`src/rtl/prll_shift_reg.sv`:
```
// ============================================================================
// Module   : prll_shift_reg
// Purpose  : Parallel-load / bidirectional serial-shift register with shift
//            counter and completion pulse (UART TX serialiser / RX deserialiser).
// Revision : 1.0  initial release
// ============================================================================
`default_nettype none

module prll_shift_reg #(
   parameter int BITS  = 8,
   parameter int CNT_W = 4
) (
   input  logic             clk,
   input  logic             reset,
   input  logic             load,
   input  logic             shift_en,
   input  logic             dir,
   input  logic             serial_in,
   input  logic [BITS-1:0]  D_in,
   output logic [BITS-1:0]  D_out,
   output logic             serial_out,
   output logic [CNT_W-1:0] shift_cnt,
   output logic             busy,
   output logic             done
);

   typedef enum logic [1:0] {
      IDLE   = 2'd0,
      ACTIVE = 2'd1,
      FULL   = 2'd2
   } state_t;

   localparam logic [CNT_W-1:0] C_LAST = CNT_W'(BITS - 1);
   localparam logic [CNT_W-1:0] C_ONE  = CNT_W'(1);

   state_t           state_q, state_d;
   logic [BITS-1:0]  data_q,  data_d;
   logic [CNT_W-1:0] cnt_q,   cnt_d;
   logic             done_q,  done_d;
   logic [BITS-1:0]  shifted;

   always_ff @(posedge clk) begin
      if (!reset) begin
         state_q <= IDLE;
         data_q  <= '0;
         cnt_q   <= '0;
         done_q  <= 1'b0;
      end else begin
         state_q <= state_d;
         data_q  <= data_d;
         cnt_q   <= cnt_d;
         done_q  <= done_d;
      end
   end

   always_comb begin
      shifted = dir ? {data_q[BITS-2:0], serial_in}
                    : {serial_in, data_q[BITS-1:1]};
   end

   always_comb begin
      state_d = state_q;
      data_d  = data_q;
      cnt_d   = cnt_q;
      done_d  = 1'b0;

      if (load) begin
         // A simultaneous shift strobe is dropped: load always wins.
         data_d  = D_in;
         cnt_d   = '0;
         state_d = ACTIVE;
      end else if (shift_en) begin
         data_d = shifted;
         if (state_q == FULL) begin
            cnt_d   = C_ONE;
            state_d = ACTIVE;
         end else if (cnt_q == C_LAST) begin
            cnt_d   = cnt_q + C_ONE;
            state_d = FULL;
            done_d  = 1'b1;
         end else begin
            cnt_d   = cnt_q + C_ONE;
            state_d = ACTIVE;
         end
      end
   end

   assign D_out      = data_q;
   assign shift_cnt  = cnt_q;
   assign busy       = (state_q == ACTIVE);
   assign done       = done_q;
   assign serial_out = dir ? data_q[BITS-1] : data_q[0];

endmodule

`default_nettype wire

```
`config.mk`:
```
export PLATFORM = sky130hd
export DESIGN_NAME = prll_shift_reg
export DESIGN_NICKNAME = d
export VERILOG_FILES = /design/src/rtl/prll_shift_reg.sv
export SDC_FILE = /design/constraint.sdc
export NUM_CORES = 1
export LEC_CHECK = 0
export ABC_AREA = 0
export ABC_CLOCK_PERIOD_IN_PS = 900
export CAP_MARGIN = 10
export CORE_UTILIZATION = 40
export CTS_BUF_LIST = sky130_fd_sc_hd__clkbuf_2
export DETAILED_ROUTE_END_ITERATION = 10
export PLACE_DENSITY_LB_ADDON = 0.25
export SYNTH_ARGS = -nofsm -noshare
export SYNTH_HDL_FRONTEND = slang
export SYNTH_SLANG_ARGS = --single-unit
```
`constraint.sdc`:
```
create_clock -name clk -period 0.9 [get_ports clk]
set_input_delay 0.225 -clock clk [delete_from_list [all_inputs] [get_ports clk]]
set_output_delay 0.225 -clock clk [all_outputs]
set_load 0.03 [all_outputs]
```
==> results.txt, run 1 <==
The post-synthesis instance total came out at 83. The share of power burned in the clock network came out at 0.230. The distinct cell type count after synthesis is 24. The average wire per cell in the routed design is 22.9 um. The initial utilization of the core area, before any placement, comes to 0.436. Counting instances, the worst hold path has a depth of 3.

Of the available clock period, the critical path in the final layout requires 1.47. The completed layout was analyzed and its total power is 1.76 mW. The post-route core utilization came out at 0.931.

For this run, design rule violations remaining after detail routing come to 0. The number of I/O port buffers is 28. The flow ran to the end, but the final reports show violations. The worst setup path is of the reg2out kind. The worst hold path belongs to the class in2reg. The number of antenna violations at the first check in global routing came out at 0. The maximum clock rate is 757 MHz. The via count of the first global-routing pass was 975. The number of flip-flops and latches in the synthesized netlist is 15. The proportion of layout cells with a drive suffix above 1 came out at 0.624. Setup violations remaining at the end of the flow were counted as 30. The net count of the finished layout is 165. The clock buffer count from CTS is 3. The number of flops mapped to enable cells by yosys is 0.

The checks that failed: setup timing. The total placed cells including tap cells is 145. After the first detailed-routing iteration, the DRC count stood at 72.

The area of the die came out at 2080 um^2. The maximum fanout encountered on the critical timing path is 2. The global-route wire length before repair is 4.49 mm. Global routing finished with a remaining overflow of 0. The critical path launch point type is a flip-flop.

The analysis attributes to cell leakage a power of 0.683 nW. The final route contains ~1100 vias. The register area share after synthesis is 0.395.

The total inserted antenna cells is 0. The cell area that synthesis handed to floorplanning was 761 um^2. Across every metal layer, demand over resource in global routing totals 0.312. For this design, the sink count on the clock tree is 15.

The remaining antenna violation count after routing came out at 0. The most common cell in the synthesized netlist is dfxtp_1. In the routed layout, each cell is associated on average with a via count of 6.08.

The synthesized design spends more area on one cell type than any other, namely dfxtp_1. The CTS tree is built. The total net switching power came out at 627 uW. Entering global routing, the biggest net connects 12 pins. The final critical-path setup slack came out at -0.421 ns. Prior to clock tree synthesis, the placed netlist has a worst setup slack of -0.960 ns. Setup total negative slack on the finished layout was measured at -6.52 ns. The power density normalized to cell area came out at 1090 nW/um^2. The floorplan has 15 rows. Data on the critical path arrives at its endpoint at ~1.1 ns. The horizontal extent of the die is roughly 46 um. The setup clock skew after layout is 0.0309 ns. The proportion of synthesized flip-flops having asynchronous set or reset is 0. The fraction of synthesized cell area taken by the top area cell type is 0.395. The final non-filler cell total came out at between 150 and 200. The critical register-to-register path startpoint is D_out[0].

The clock reaches the later pin of the worst-skew pair after 0.34 ns. In this run the clock root is driven by a clkbuf_2. The critical path starts at D_out[0]. The final hold violation count is 0. The remaining max-slew budget at the tightest pin is 0.789. The number of cells on the worst reg-to-reg path is 6. In this run the most critical hold path is launched from load. STA classifies the critical path endpoint as a primary output. The area growth from synthesis to layout is 114%. The post-synthesis area per instance came out at around 9.2 um^2. The worst-case clock buffer depth is 2. For this block, the routed nets add up to 3.99 mm of wire. The number of max-capacitance violations reported came out at 0. After layout, the minimum clock period comes to 1.32 ns. The first detailed-routing pass ran for 4 iterations. By count the netlist is led by 15 x dfxtp_1, 9 x nor2_1, 8 x a211oi_1, 8 x a31o_1, 8 x mux2i_1. The area after detailed placement is 1170 um^2. The worst hold slack is 0.475 ns. The weighted congestion reported at the end of routability-driven placement is 0.791. Clock-pin slew was measured on the worst setup and hold paths at 0.21 ns. Internal power comes to between 1 and 1.5 mW.

Setup repair after global routing could not meet its margin everywhere. The detailed placer's ending HPWL is 1.41 mm. 29 I/O pins were placed. Of the total power, registers draw 0.411. The floorplan step defined a core boundary enclosing 1750 um^2.

By area the synthesized netlist is led by dfxtp_1 39%, mux2i_1 11%, a31o_1 9.2%. The switching portion of total power is 0.356. The number of pins with negative max-slew slack in the final report came out at 0. The logic gate share of total power came out at 0.360. The synthesized netlist net count is 98. Data on the critical path is required at its endpoint by 0.67 ns. The H-tree depth reported by CTS is 1. The final non-filler cell area came out at 1630 um^2.

For the pin with the worst max-slew slack, the measured transition is 0.314 ns. From bottom edge to top edge, the die measures about 46 um. The most used flip-flop cell after synthesis is dfxtp_1. The total of warnings raised by yosys came out at 0. The worst vdd rail ir drop came out at 0.927 mV.
## routing by layer
layer	GRT usage	vias to the layer above	wire, um
li1	-	442	-
met1	0.331	497	1360
met3	0.0595	29	369
met2	0.580	90	2010
met4	0.152	0	247
met5	0	-	0
## worst max-delay path, stage by stage (launching register included)
cell and delay, ns:
dfxtp_4 0.38, mux2_4 0.27, buf_6 0.14
## layout make-up
cell class                 instances  area, um^2
clock buffer                       4        20.0
fill                              53         120
sequential                        15         344
multi-input combinational         61         551
tap                               25        31.3
inverter                           2        7.51
timing repair buffer              67         672
## what timing repair did
action,CTS,global route
cloned,2,0
buffers inserted,20,5
gates resized for setup,59,20
pin swaps,12,7
hold buffers,0,0
endpoints found under the setup margin,30,30
## power by group through the flow
stage	Sequential, mW	Combinational [mW]	Clock, mW
final	0.725	0.635	0.405
after global routing	0.726	0.652	0.417
after detailed placement	0.734	0.392	0
after floorplan	0.794	0.161	0
after CTS	0.715	0.537	0.342
after global placement	0.733	0.385	0
## cell families after synthesis
family,count (synthesis),share of synthesized area
compound gates,26,0.247
simple gates,24,0.160
flops,15,0.395
mux,9,0.120
buf+inv,8,0.0625
fa+ha+maj,1,0.0164
## cells in the final DEF, fill, tap and decap left out
| cell | count |
|---|---|
| nand2_1 | 4 |
| a21oi_2 | 3 |
| and2b_1 | 1 |
| buf_2 | 1 |
| nor2b_2 | 1 |
| o21ai_1 | 3 |
| buf_6 | 38 |
| clkdlybuf4s15_1 | 1 |
| mux2i_1 | 5 |
| inv_1 | 2 |
| mux2_4 | 1 |
| nand2b_4 | 2 |
| dfxtp_2 | 5 |
| nand3_2 | 1 |
| dlygate4sd2_1 | 3 |
| nand4bb_1 | 1 |
| a21oi_1 | 1 |
| nand3_4 | 1 |
| a211oi_2 | 3 |
| ha_4 | 1 |
| nor2_4 | 1 |
| o21a_1 | 1 |
| buf_4 | 15 |
| dfxtp_4 | 10 |
| nor2_1 | 8 |
| nor2b_4 | 2 |
| a31oi_1 | 1 |
| nand4_1 | 2 |
| clkdlybuf4s50_1 | 9 |
| clkbuf_2 | 4 |
| o31a_1 | 1 |
| nand2b_2 | 1 |
| a31o_1 | 8 |
| a211oi_1 | 5 |
| mux2i_2 | 1 |
| mux2i_4 | 2 |
## flip-flops by register name, indices dropped and copies added, names as in the netlist
name and count:
D_out 8, shift_cnt 4, done 1, state_q 2
## final timing paths
kind | to | slack, ns
setup / recovery | serial_out | -0.42
hold / removal | state_q[0] | 0.48
setup reg to reg | D_out[1] | -0.32
hold reg to reg | state_q[1] | 0.64
(Power assumes the default switching activity.)
==> run 2, diff against run 1 <==
--- a/config.mk
+++ b/config.mk
@@ -8,10 +8,11 @@
 export ABC_AREA = 0
 export ABC_CLOCK_PERIOD_IN_PS = 900
 export CAP_MARGIN = 10
-export CORE_UTILIZATION = 40
+export CORE_UTILIZATION = 35
 export CTS_BUF_LIST = sky130_fd_sc_hd__clkbuf_2
 export DETAILED_ROUTE_END_ITERATION = 10
-export PLACE_DENSITY_LB_ADDON = 0.25
+export HOLD_SLACK_MARGIN = 0.08
+export PLACE_DENSITY_LB_ADDON = 0.08
 export SYNTH_ARGS = -nofsm -noshare
 export SYNTH_HDL_FRONTEND = slang
 export SYNTH_SLANG_ARGS = --single-unit
==> results.txt, run 2 (same netlist as run 1, synthesis figures left out) <==
The flow ran to the end, but the final reports show violations. The checks that failed: setup timing. The maximum clock rate is around 760 MHz.

The detailed placer's ending HPWL came out at 1.46 mm. The cell leakage power is 0.667 nW. The maximum fanout encountered on the critical timing path is 2. The worst hold path terminates at D_out[0]. The clock transition time at the flip-flop clock pins of the worst setup and hold paths came out at 0.17 ns. The starting utilization of the core area is 0.380. The number of antenna violations at the first check in global routing is 0.

The worst pin sits at a relative slew slack of 0.819. The slew at the pin closest to its max-slew limit came out at 0.270 ns. Leaving out fill and tap cells, the most frequent cells in the layout are 39 x buf_6, 12 x buf_4, 11 x dfxtp_4, 9 x clkdlybuf4s50_1, 8 x a31o_1.

The worst register-to-register path has a depth of 6. Summed over all failing endpoints, the final setup total negative slack is -5.26 ns. The commonest non-fill, non-tap cell in the layout is buf_6. TritonCTS built the clock tree. The number of filler cells placed in the layout is roughly 140.

The standard cell core area is 2000 um^2. The total global routing track utilization is 0.224. The worst vdd rail ir drop is 0.902 mV. The average via count per standard cell came out at 5.35. The count of routing violations after the opening detailed-route iteration is 10. The average wire per cell in the routed design is 15.5 um. The power density normalized to cell area came out at 1050 nW/um^2. Setup violations remaining at the end of the flow were counted as 30. The critical path's largest stage delay is 0.38 ns. Traced cell by cell, the critical path runs through mux2_4, buf_6.

The critical path class is reg2out. The final hold violation count came out at 0. The overall via count from detail_route is a little over 900. The proportion of layout cells with a drive suffix above 1 is 0.607. The number of clock sinks seen by CTS came out at 15.

At the worst endpoint, the arrival time is 1.10 ns. The final critical-path setup slack came out at -0.422 ns. The cell family contributing the most delay on the critical path is flip-flops. The number of buffers and inverters on the critical path is 1. The global route total overflow came out at 0. The number of I/O port buffers is 28. The critical path launch point type is a flip-flop. The flop-to-flop setup slack came out at -0.35 ns. In the final layout, flip-flops and latches occupy 347 um^2. The first global-routing pass estimated approximately 4.1 mm of wire. The H-tree depth reported by CTS came out at 1. The horizontal extent of the die is 48.6 um. The relative area change from synthesis to final layout came out at 110%.

The path type of the worst min-delay path is in2reg. The number of antenna diodes in the final layout is 0. The setup clock skew after layout came out at 0.0130 ns. The final layout net count came out at 161. The area of the die is 2360 um^2.

The number of max-capacitance violations reported is 0. STA classifies the critical path endpoint as a primary output. The critical-path cell with the highest stage delay is dfxtp_4.

The number of clock buffers added by TritonCTS is 3. The site row count is 16. The maximum number of pins on one net before global-route repair came out at 10. The footprint of the multi-input gates came out at 536 um^2. The worst-case clock buffer depth is 2. The number of flip-flops in the largest register is 8. The number of pins with negative max-slew slack in the final report came out at 0. The startpoint identified for the worst register-to-register timing path is D_out[0]. The remaining antenna violation count after routing is 0.

At the later pin of the worst-skew pair, clock insertion delay measures 0.31 ns. Setup repair after global routing could not meet its margin everywhere. The post-route fraction of the period consumed by the critical path is 1.47. Routability-driven placement finished with a final weighted congestion of 0.792. The count of hold-fix buffers inserted at cts is 0. The number of primary I/O pins is 29.

The worst hold path startpoint is load. The die outline height is 48.6 um. The first detailed-routing pass ran for 4 iterations. The cell chosen for the clock root is clkbuf_2.

The routed wire length is 2.66 mm. The number of cells traversed by the worst hold path is 3. The total power draw came out at 1.68 mW. The shortest period the worst path allows came out at 1.32 ns. The via count of the first global-routing pass is 940. The end of the worst register-to-register path is D_out[1]. The data required time at the worst endpoint is 0.67 ns. For this run, design rule violations remaining after detail routing come to 0.
run 2: worst max-delay path by stage:
| stage | startpoint | end | slack, ns | depth (start not counted) |
|---|---|---|---|---|
| finish | D_out[0] | serial_out | -0.42 | 2 |
| global route | D_out[0] | serial_out | -0.45 | 2 |
| CTS | D_out[0] | serial_out | -0.39 | 2 |
| detailed placement | dir | serial_out | -0.93 | 3 |
| global placement | dir | serial_out | -0.94 | 3 |
| floorplan | shift_cnt[1] | state_q[0] | -0.06 | 3 |
run 2: area by class of cell:
cell class	instances	area share
clock buffer	4	0.0125
inverter	2	0.00469
tap	27	0.0211
multi-input combinational	60	0.335
timing repair buffer	64	0.410
sequential	15	0.217
run 2: layer usage:
metal | share of wire | GRT usage | wire, um | vias to the layer above
met5 | 0 | 0 | 0 | -
met4 | 0.019 | 0.0735 | 51 | 0
met3 | 0.050 | 0.0220 | 133 | 4
met2 | 0.50 | 0.414 | 1330 | 41
met1 | 0.43 | 0.266 | 1150 | 441
li1 | - | - | - | 434
run 2: through the flow:
stage / hold WS [ns] / setup slack [ns] / util / cell area, um^2 / std cells
after global routing: 0.502 / -0.450 / 0.799 / 1600 / 172
after CTS: 0.483 / -0.395 / 0.748 / 1500 / 170
after detailed placement: 0.462 / -0.935 / 0.593 / 1190 / 149
after floorplan: 0.359 / -0.0601 / - / 828 / 83
after global placement: 0.462 / -0.935 / 0.593 / 1190 / 149
final: 0.472 / -0.422 / 0.799 / 1600 / 172
run 2: where the power goes:
group / internal (mW) / switching (mW) / total (mW)
clock: 0.118 / 0.250 / 0.368
combinational: 0.333 / 0.265 / 0.598
sequential: 0.687 / 0.0277 / 0.715
run 2: worst min-delay path: stages:
cell and delay (ns):
dlygate4sd2_1 0.28, buf_4 0.15, a31o_1 0.12
run 2: what timing repair did:
| action | 4_1_cts | 5_1_grt |
|---|---|---|
| resized for setup | 57 | 21 |
| cloned | 1 | 0 |
| buffers inserted | 16 | 3 |
| endpoints found under the setup margin | 30 | 30 |
| pin swaps | 14 | 7 |
